===== src/rtl/adder_pkg.sv =====
// Shared types and sizing helpers for the wide adder sequencer and its slice adder.
package adder_pkg;

  localparam int DEFAULT_N = 16;

  typedef enum logic [1:0] {
    IDLE,
    RUN,
    DONE
  } state_t;

  // Slice index width; a single-bit index is kept even when WORDS is tiny.
  function automatic int idx_width(input int words);
    return ($clog2(words) < 1) ? 1 : $clog2(words);
  endfunction

endpackage


===== src/rtl/slice_adder.sv =====
// Combinational N-bit adder; the sequencer reuses one instance for every slice.
module slice_adder
  import adder_pkg::*;
#(
  parameter int n = DEFAULT_N
) (
  input  logic [n-1:0] a,
  input  logic [n-1:0] b,
  input  logic         cin,
  output logic [n-1:0] sum,
  output logic         cout
);

  assign {cout, sum} = {1'b0, a} + {1'b0, b} + {{n{1'b0}}, cin};

endmodule


===== src/rtl/wide_adder_top.sv =====
// Integration wrapper: the sequencer plus the single N-bit adder it time-shares.
module wide_adder_top
  import adder_pkg::*;
#(
  parameter int N     = DEFAULT_N,
  parameter int WORDS = 4
) (
  input  logic               clk,
  input  logic               rst,
  input  logic               in_valid,
  output logic               in_ready,
  input  logic [N*WORDS-1:0] op_a,
  input  logic [N*WORDS-1:0] op_b,
  input  logic               op_cin,
  output logic               out_valid,
  input  logic               out_ready,
  output logic [N*WORDS-1:0] result,
  output logic               result_cout,
  output logic               result_ovf,
  output logic               busy
);

  logic [N-1:0] add_a;
  logic [N-1:0] add_b;
  logic [N-1:0] add_sum;
  logic         add_cin;
  logic         add_cout;

  wide_add_sequencer #(.N(N), .WORDS(WORDS)) u_seq (
    .clk         (clk),
    .rst         (rst),
    .in_valid    (in_valid),
    .in_ready    (in_ready),
    .op_a        (op_a),
    .op_b        (op_b),
    .op_cin      (op_cin),
    .add_a       (add_a),
    .add_b       (add_b),
    .add_cin     (add_cin),
    .add_sum     (add_sum),
    .add_cout    (add_cout),
    .out_valid   (out_valid),
    .out_ready   (out_ready),
    .result      (result),
    .result_cout (result_cout),
    .result_ovf  (result_ovf),
    .busy        (busy)
  );

  slice_adder #(.n(N)) u_adder (
    .a    (add_a),
    .b    (add_b),
    .cin  (add_cin),
    .sum  (add_sum),
    .cout (add_cout)
  );

endmodule


===== src/rtl/wide_add_sequencer.sv =====
// Sequences one N*WORDS-bit addition through an external N-bit adder,
// least-significant slice first, with the carry chained through carry_q.
module wide_add_sequencer
  import adder_pkg::*;
#(
  parameter int N     = DEFAULT_N,
  parameter int WORDS = 4
) (
  input  logic               clk,
  input  logic               rst,
  input  logic               in_valid,
  output logic               in_ready,
  input  logic [N*WORDS-1:0] op_a,
  input  logic [N*WORDS-1:0] op_b,
  input  logic               op_cin,
  output logic [N-1:0]       add_a,
  output logic [N-1:0]       add_b,
  output logic               add_cin,
  input  logic [N-1:0]       add_sum,
  input  logic               add_cout,
  output logic               out_valid,
  input  logic               out_ready,
  output logic [N*WORDS-1:0] result,
  output logic               result_cout,
  output logic               result_ovf,
  output logic               busy
);

  localparam int IW = idx_width(WORDS);
  localparam int W  = N * WORDS;
  localparam logic [IW-1:0] LAST_IDX = IW'(WORDS - 1);

  state_t        state;
  logic [IW-1:0] idx;
  logic          carry_q;
  logic [W-1:0]  op_a_q;
  logic [W-1:0]  op_b_q;

  assign in_ready = (state == IDLE);
  assign busy     = (state != IDLE);

  // NOTE: every variable driven here gets a default first, so no path can infer a latch.
  always_comb begin
    add_a   = '0;
    add_b   = '0;
    add_cin = 1'b0;
    if (state == RUN) begin
      add_a   = op_a_q[idx*N +: N];
      add_b   = op_b_q[idx*N +: N];
      add_cin = carry_q;
    end
  end

  // NOTE: sequential state uses non-blocking assignments so all registers update together.
  always_ff @(posedge clk) begin
    if (rst) begin
      state       <= IDLE;
      idx         <= '0;
      carry_q     <= 1'b0;
      // NOTE: operand registers are cleared too, so a reset leaves no stale data to observe.
      op_a_q      <= '0;
      op_b_q      <= '0;
      result      <= '0;
      result_cout <= 1'b0;
      result_ovf  <= 1'b0;
      out_valid   <= 1'b0;
    end else begin
      case (state)
        IDLE: begin
          if (in_valid) begin
            op_a_q  <= op_a;
            op_b_q  <= op_b;
            carry_q <= op_cin;
            idx     <= '0;
            state   <= RUN;
          end
        end
        RUN: begin
          result[idx*N +: N] <= add_sum;
          carry_q            <= add_cout;
          if (idx == LAST_IDX) begin
            result_cout <= add_cout;
            // Signed overflow: like-signed operands producing a sum of the other sign.
            result_ovf  <= (op_a_q[W-1] == op_b_q[W-1]) && (add_sum[N-1] != op_a_q[W-1]);
            out_valid   <= 1'b1;
            state       <= DONE;
          end else begin
            idx <= idx + 1'b1;
          end
        end
        DONE: begin
          if (out_ready) begin
            out_valid <= 1'b0;
            state     <= IDLE;
          end
        end
        default: state <= IDLE;
      endcase
    end
  end

endmodule


===== config.mk =====
export PLATFORM = sky130hd
export DESIGN_NAME = wide_adder_top
export DESIGN_NICKNAME = d
export VERILOG_FILES = /design/src/rtl/adder_pkg.sv /design/src/rtl/slice_adder.sv /design/src/rtl/wide_adder_top.sv /design/src/rtl/wide_add_sequencer.sv
export SDC_FILE = /design/constraint.sdc
export NUM_CORES = 1
export LEC_CHECK = 0
export BUFFER_PORTS_ARGS = -buffer_cell sky130_fd_sc_hd__buf_2
export CORE_UTILIZATION = 34
export DETAILED_ROUTE_END_ITERATION = 8
export MAX_ROUTING_LAYER = met4
export SYNTH_ARGS = -nofsm -noshare
export SYNTH_HDL_FRONTEND = slang
export SYNTH_SLANG_ARGS = --single-unit

===== constraint.sdc =====
create_clock -name clk -period 4.4 [get_ports clk]
set_input_delay 0.88 -clock clk [delete_from_list [all_inputs] [get_ports clk]]
set_output_delay 0.88 -clock clk [all_outputs]
set_load 0.1 [all_outputs]

After elaboration in Yosys (flattened, before gate mapping)
Index checks and enable logic that the tools add are counted.

Flip-flop bits (word level): 200. Bits of input ports: 133. Word-level logic and storage cells: 53.

Add/subtract/negate cells: 4. Equality and inequality tests: 9. Shift-type cells: 4. Mux-type cells: 16. Reduce and logical (&&, ||, !) cells: 11.

Operators with widths (count): variable part select 64 x 7 -> 16 bit (2); bitwise mux 64 bit (1); variable shift 16 x 34 -> 64 bit, first input constant (1); variable part select 16 x 34 -> 64 bit (1); negation 6 -> 34 bit (1); 2-to-1 mux 16 bit (2); adder 16 x 16 -> 17 bit (1); adder 17 x 1 -> 17 bit (1); 2-to-1 mux 2 bit (5); AND reduction 3 bit (3); != test 2 bit, second input constant (4); case mux 2 bit (3 select lines) (1); AND reduction 2 bit (3); nonzero test 2 bit (3); equality test 2 bit, second input constant (2); 2-to-1 mux 1 bit (4); case mux 1 bit (2 select lines) (2); case mux 2 bit (2 select lines) (1); adder 2 x 1 -> 2 bit, second input constant (1); equality test 2 x 1 -> 1 bit, second input constant (1); logical NOT 2 bit (1); equality test 1 bit (1); logical AND 1 bit (1); != test 1 bit (1).

Depth between registers and ports, before layout
Depth after elaboration: 6. Gate-level depth with buffers: 14.

Modules after synthesis
A second synthesis with hierarchy kept.

Cells, all modules: 1045. Area total of the unflattened synthesis: 8906.0 µm².

By module, submodules not included: wide_add_sequencer (times used 1, cells each 943, area each 8146.6 µm²); slice_adder (times used 1, cells each 102, area each 759.5 µm²).

Least setup slack after synthesis
No wires, ideal clock.

Kind: reg2out. Start: reg u_seq.state[0]. End: out busy. Arrival: 2.625 ns. Required time: 3.520 ns. Setup slack: 0.895 ns. Cell stages (with the launch flop): 3. Path buffers: 0. Cells stage by stage: dfxtp_1 nor2_1 inv_1.

Cells in the longest elaborated chain, start to end: 1.

Ends and longest elaborated chain: start: declaration (RTL line wide_add_sequencer.sv:33) `state_t state;`; start signal: assignment (RTL line wide_add_sequencer.sv:57) `state <= IDLE;`; start signal: assignment (RTL line wide_add_sequencer.sv:75) `state <= RUN;`; start signal: assignment (RTL line wide_add_sequencer.sv:86) `state <= DONE;`; nonzero test 2 bit (RTL line wide_add_sequencer.sv:40) `assign busy = (state != IDLE);`; end: declaration (RTL line wide_adder_top.sv:20) `output logic busy`.

Every way passes these cells.

Worst setup path after layout
Start: reg u_seq.idx[0]. End: reg u_seq.result[46].

Cells in the longest elaborated chain, start to end: 6. Elaborated cells between the ends (all ways): 10. Classes of those cells: 3 x add/sub; 4 x shift; 3 x mux.

Ends and longest elaborated chain: start: declaration (RTL line wide_add_sequencer.sv:34) `logic [IW-1:0] idx;`; start signal: assignment (RTL line wide_add_sequencer.sv:88) `idx <= idx + 1'b1;`; variable part select 64 x 7 -> 16 bit (on tied branches) (RTL line wide_add_sequencer.sv:48, wide_add_sequencer.sv:49); 2-to-1 mux 16 bit (RTL line wide_add_sequencer.sv:47) `if (state == RUN) begin`; adder 16 x 16 -> 17 bit (RTL line slice_adder.sv:14) `assign {cout, sum} = {1'b0, a} + {1'b0, b} + {{n{1'b0}}, cin};`; adder 17 x 1 -> 17 bit (RTL line slice_adder.sv:14); variable part select 16 x 34 -> 64 bit (RTL line wide_add_sequencer.sv:79) `result[idx*N +: N] <= add_sum;`; bitwise mux 64 bit (*) (RTL line wide_add_sequencer.sv:79); end signal: indexed assignment (RTL line wide_add_sequencer.sv:79); end: declaration (RTL line wide_add_sequencer.sv:23) `output logic [N*WORDS-1:0] result,`.

Every way passes the cells marked *; elsewhere a longest branch is shown, timed or not. A chain may end at the register's enable or synchronous reset.

==> out/metrics.yaml <==
run_status:
  status: "finished, final reports clean"
timing:
  rsz0062_at_grt: "no"
  tightest_slew_ps: 883
  hold_ws_ps: 453
  skew_ps: 16.2
  setup_slack_ps: 691
  fin_tns_setup_ps: 0
  min_period_ps: 3710
  final-setup-viol-count: 0
  fmax_ghz: 0.270
  slew_headroom_pct: 41.1
  maxSlewViolCount: 0
  final.period_utilization_pct: 84.3
  hold_violations: 0
worst_setup_path:
  critPathBufInv: 2
  path_delay_family: "compound AO/OA/AOI/OAI gates"
  start_kind: "flip-flop"
  max_stage_delay_ps: 610
  crit_required_ps: 4720
  cpMostUsedCell: "fa_1"
  end_kind: "flip-flop"
  critical_path_class: "flip-flop to flip-flop"
  crit_path_max_fanout: 16
  worstPathArrival_ps: 4030
  slowest_stage: "dfxtp_2"
  path_cells: "buf_4, mux4_2, nand2_1, fa_1, inv_1, fa_1, a21o_1, a21oi_1, o21ai_0, o21ai_1, o211a_2, nor4_1, a221o_1"
clock_network:
  cts_tree: "built"
  cts_root_buf: "clkbuf_16"
  htreeDepth: 4
  cts_num_sinks: 200
  cts.clk_slew.worst_paths_ps: 70
  clkLatencyLatePin_ps: 440
  clockBufferDepth: 2
  numCtsBuffers: 17
  holdBufCountCts: 0
  post_cts_resized: 0
  cts_setup_buffers: 0
yosys:
  muxShareOfSynthArea_pct: 8.39
  synth_top_family_by_area: "simple AND/OR/NAND/NOR gates"
  syn_area_per_cell_sq_um: 8.53
  synth_area_sq_um: 8840
  synthesis.nets: 1192
  ys_types: 52
  seq_area_frac_synth_pct: 45.3
  synthXorXnorAreaFrac_pct: 0.991
  synth_fa_ha_area_share_pct: 3.43
  yosysWarnings: 0
  ys_seq_elements: 200
  synth_compound_area_share_pct: 16.8
  synth-simple-area-share_pct: 21.3
  synth_cells: 1036
route:
  drt-vias-per-instance: 5.08
  ant_nets: 0
  drtIter0Drc: 670
  wire_per_inst_um: 16.6
  drt-pass1-iter-count: 5
  drc: 0
  wl_mm: 25.6
  vias: 7811
floorplanning:
  row_count: 58
  die_h_um: 163
  die_w_um: 163
  io_pins: 202
  dieArea_sq_um: 26600
  core_area_sq_um: 25300
  initial_core_util_pct: 34.9
layout:
  final_nets: 1350
  fillers: 2587
  diodes: 0
  areaGrowthSynthToFinish_pct: 21.1
  final_cells: 1537
  drive_gt1_share_pct: 24.5
  fin_area_sq_um: 10700
placement:
  dp_hpwl_mm: 18.9
  place_congestion: 0.856
  dp_cells: 1505
  port_buffers: 201
  placedInstanceArea_sq_um: 10100
  pre_cts_ws_ps: 697
global_routing:
  grt_pass1_vias: 7214
  grt_pass1_wl_mm: 39.5
  grt-ovfl-total: 0
  antenna_found_initial: 0
  grt_max_degree: 85
  grt_usage_pct: 20.0
job:
  maxCapViolCount: 0
power_and_ir_drop:
  ir_worst_vdd_mv: 0.206
  power_density_nw_per_um2: 369
  p_leak_nw: 4.39
min_path:
  hp-class: "flip-flop to flip-flop"
-- cell usage in the layout, fill, tap and decap left out, types with 5 or more instances in the layout --
master	instances
buf_4	10
a21oi_1	151
a221o_1	5
o21ai_1	9
xnor2_1	9
buf_2	200
nor2b_1	6
nor2_1	75
a21o_1	7
ha_1	21
mux4_2	32
inv_1	10
a22oi_1	40
nand2_1	283
clkbuf_16	17
dfxtp_1	198
o31ai_1	12
and2_1	32
nand3b_1	9
-- synthesized netlist by cell type (all sizes together) --
master	count	area share, %
nand4	4	0.28
o21a	1	0.085
mux4	32	8.2
o31ai	12	1.0
xnor2	9	0.89
and2	33	2.3
nor2b	7	0.50
nor3	5	0.58
inv	10	0.42
o2111ai	1	0.099
nor4	4	0.28
a311o	1	0.11
ha	21	3.0
mux2	1	0.13
mux2i	1	0.11
nand3b	9	0.76
or3	3	0.27
a221o	5	0.57
buf	21	1.1
nand2	285	12
and3	1	0.071
nand3	3	0.17
a22oi	40	3.4
a2111oi	2	0.27
o21ai	14	0.84
dfxtp	200	45
nor3b	3	0.25
a21oi	153	8.8
clkbuf	54	2.3
fa	2	0.45
o211ai	1	0.085
o21bai	3	0.25
a21o	7	0.59
o211a	2	0.23
nor4b	1	0.17
a311oi	1	0.099
nor2	75	3.2
a211oi	1	0.14
xor2	1	0.099
nand2b	4	0.28
a31oi	3	0.21
-- logic make-up after synthesis --
kind of cell,Yosys count
flip-flops,200
AND/OR/NAND/NOR,437
XOR/XNOR,10
buffers and inverters,85
adder cells (fa/ha/maj),23
multiplexers,34
AO/OA/AOI/OAI,247
-- routing by layer --
| layer | vias up | GRT usage [%] | part of all wire, % |
|---|---|---|---|
| li1 | 3876 | - | - |
| met1 | 3668 | 27.1 | 47 |
| met2 | 249 | 30.7 | 46 |
| met3 | 18 | 3.73 | 5.8 |
| met4 | 0 | 4.33 | 1.2 |
| met5 | - | - | 0 |
-- metrics by stage --
| stage | power (mW) | utilization [%] |
|---|---|---|
| final | 3.95 | 42.3 |
| after detailed placement | 2.43 | 39.9 |
| after CTS | 3.99 | 42.3 |
| after global placement | 2.43 | 39.9 |
| after global routing | 4.12 | 42.3 |
| after floorplan | 2.26 | - |
-- cell type report --
class / instances / area (sq um) / area share [%]
clock inverters: 14 / 163 / 1.52
multi-input cells: 751 / 4510 / 42.1
inverters: 10 / 37.5 / 0.351
repair buffers: 214 / 1150 / 10.7
well taps: 330 / 413 / 3.86
clock buffers: 18 / 429 / 4.01
flip-flops and latches: 200 / 4010 / 37.4
-- path summary, 6_finish.rpt --
path / endpoint / cells past startpoint / start / slack, ps
max: u_seq.result[46] / 13 / u_seq.idx[0] / 690
min: u_seq.op_a_q[33] / 2 / u_seq.op_a_q[33] / 450
max reg2reg: u_seq.result[46] / 13 / u_seq.idx[0] / 690
min reg2reg: u_seq.op_a_q[33] / 2 / u_seq.op_a_q[33] / 450
-- worst min-delay path, delay by kind of cell, from the launching register on --
family           cells  cell delay [ps]
AO/OA/AOI/OAI        1               50
flip-flops           1              310
AND/OR/NAND/NOR      1               50
-- sequential cells by signal (all words and copies together), names as in the netlist --
name	flops
u_seq.op_b_q	64
u_seq.op_a_q	64
u_seq.carry_q	1
u_seq.result_cout	1
u_seq.result_ovf	1
u_seq.result	64
u_seq.state	2
u_seq.idx	2
u_seq.out_valid	1
-- report_power, final --
| group | total, mW | switching [mW] | internal, mW |
|---|---|---|---|
| Clock | 1.56 | 0.753 | 0.811 |
| Combinational | 0.457 | 0.281 | 0.176 |
| Sequential | 1.93 | 0.0497 | 1.88 |
| Total | 3.95 | 1.08 | 2.87 |
No activity file was read; power rests on OpenSTA's default activity.
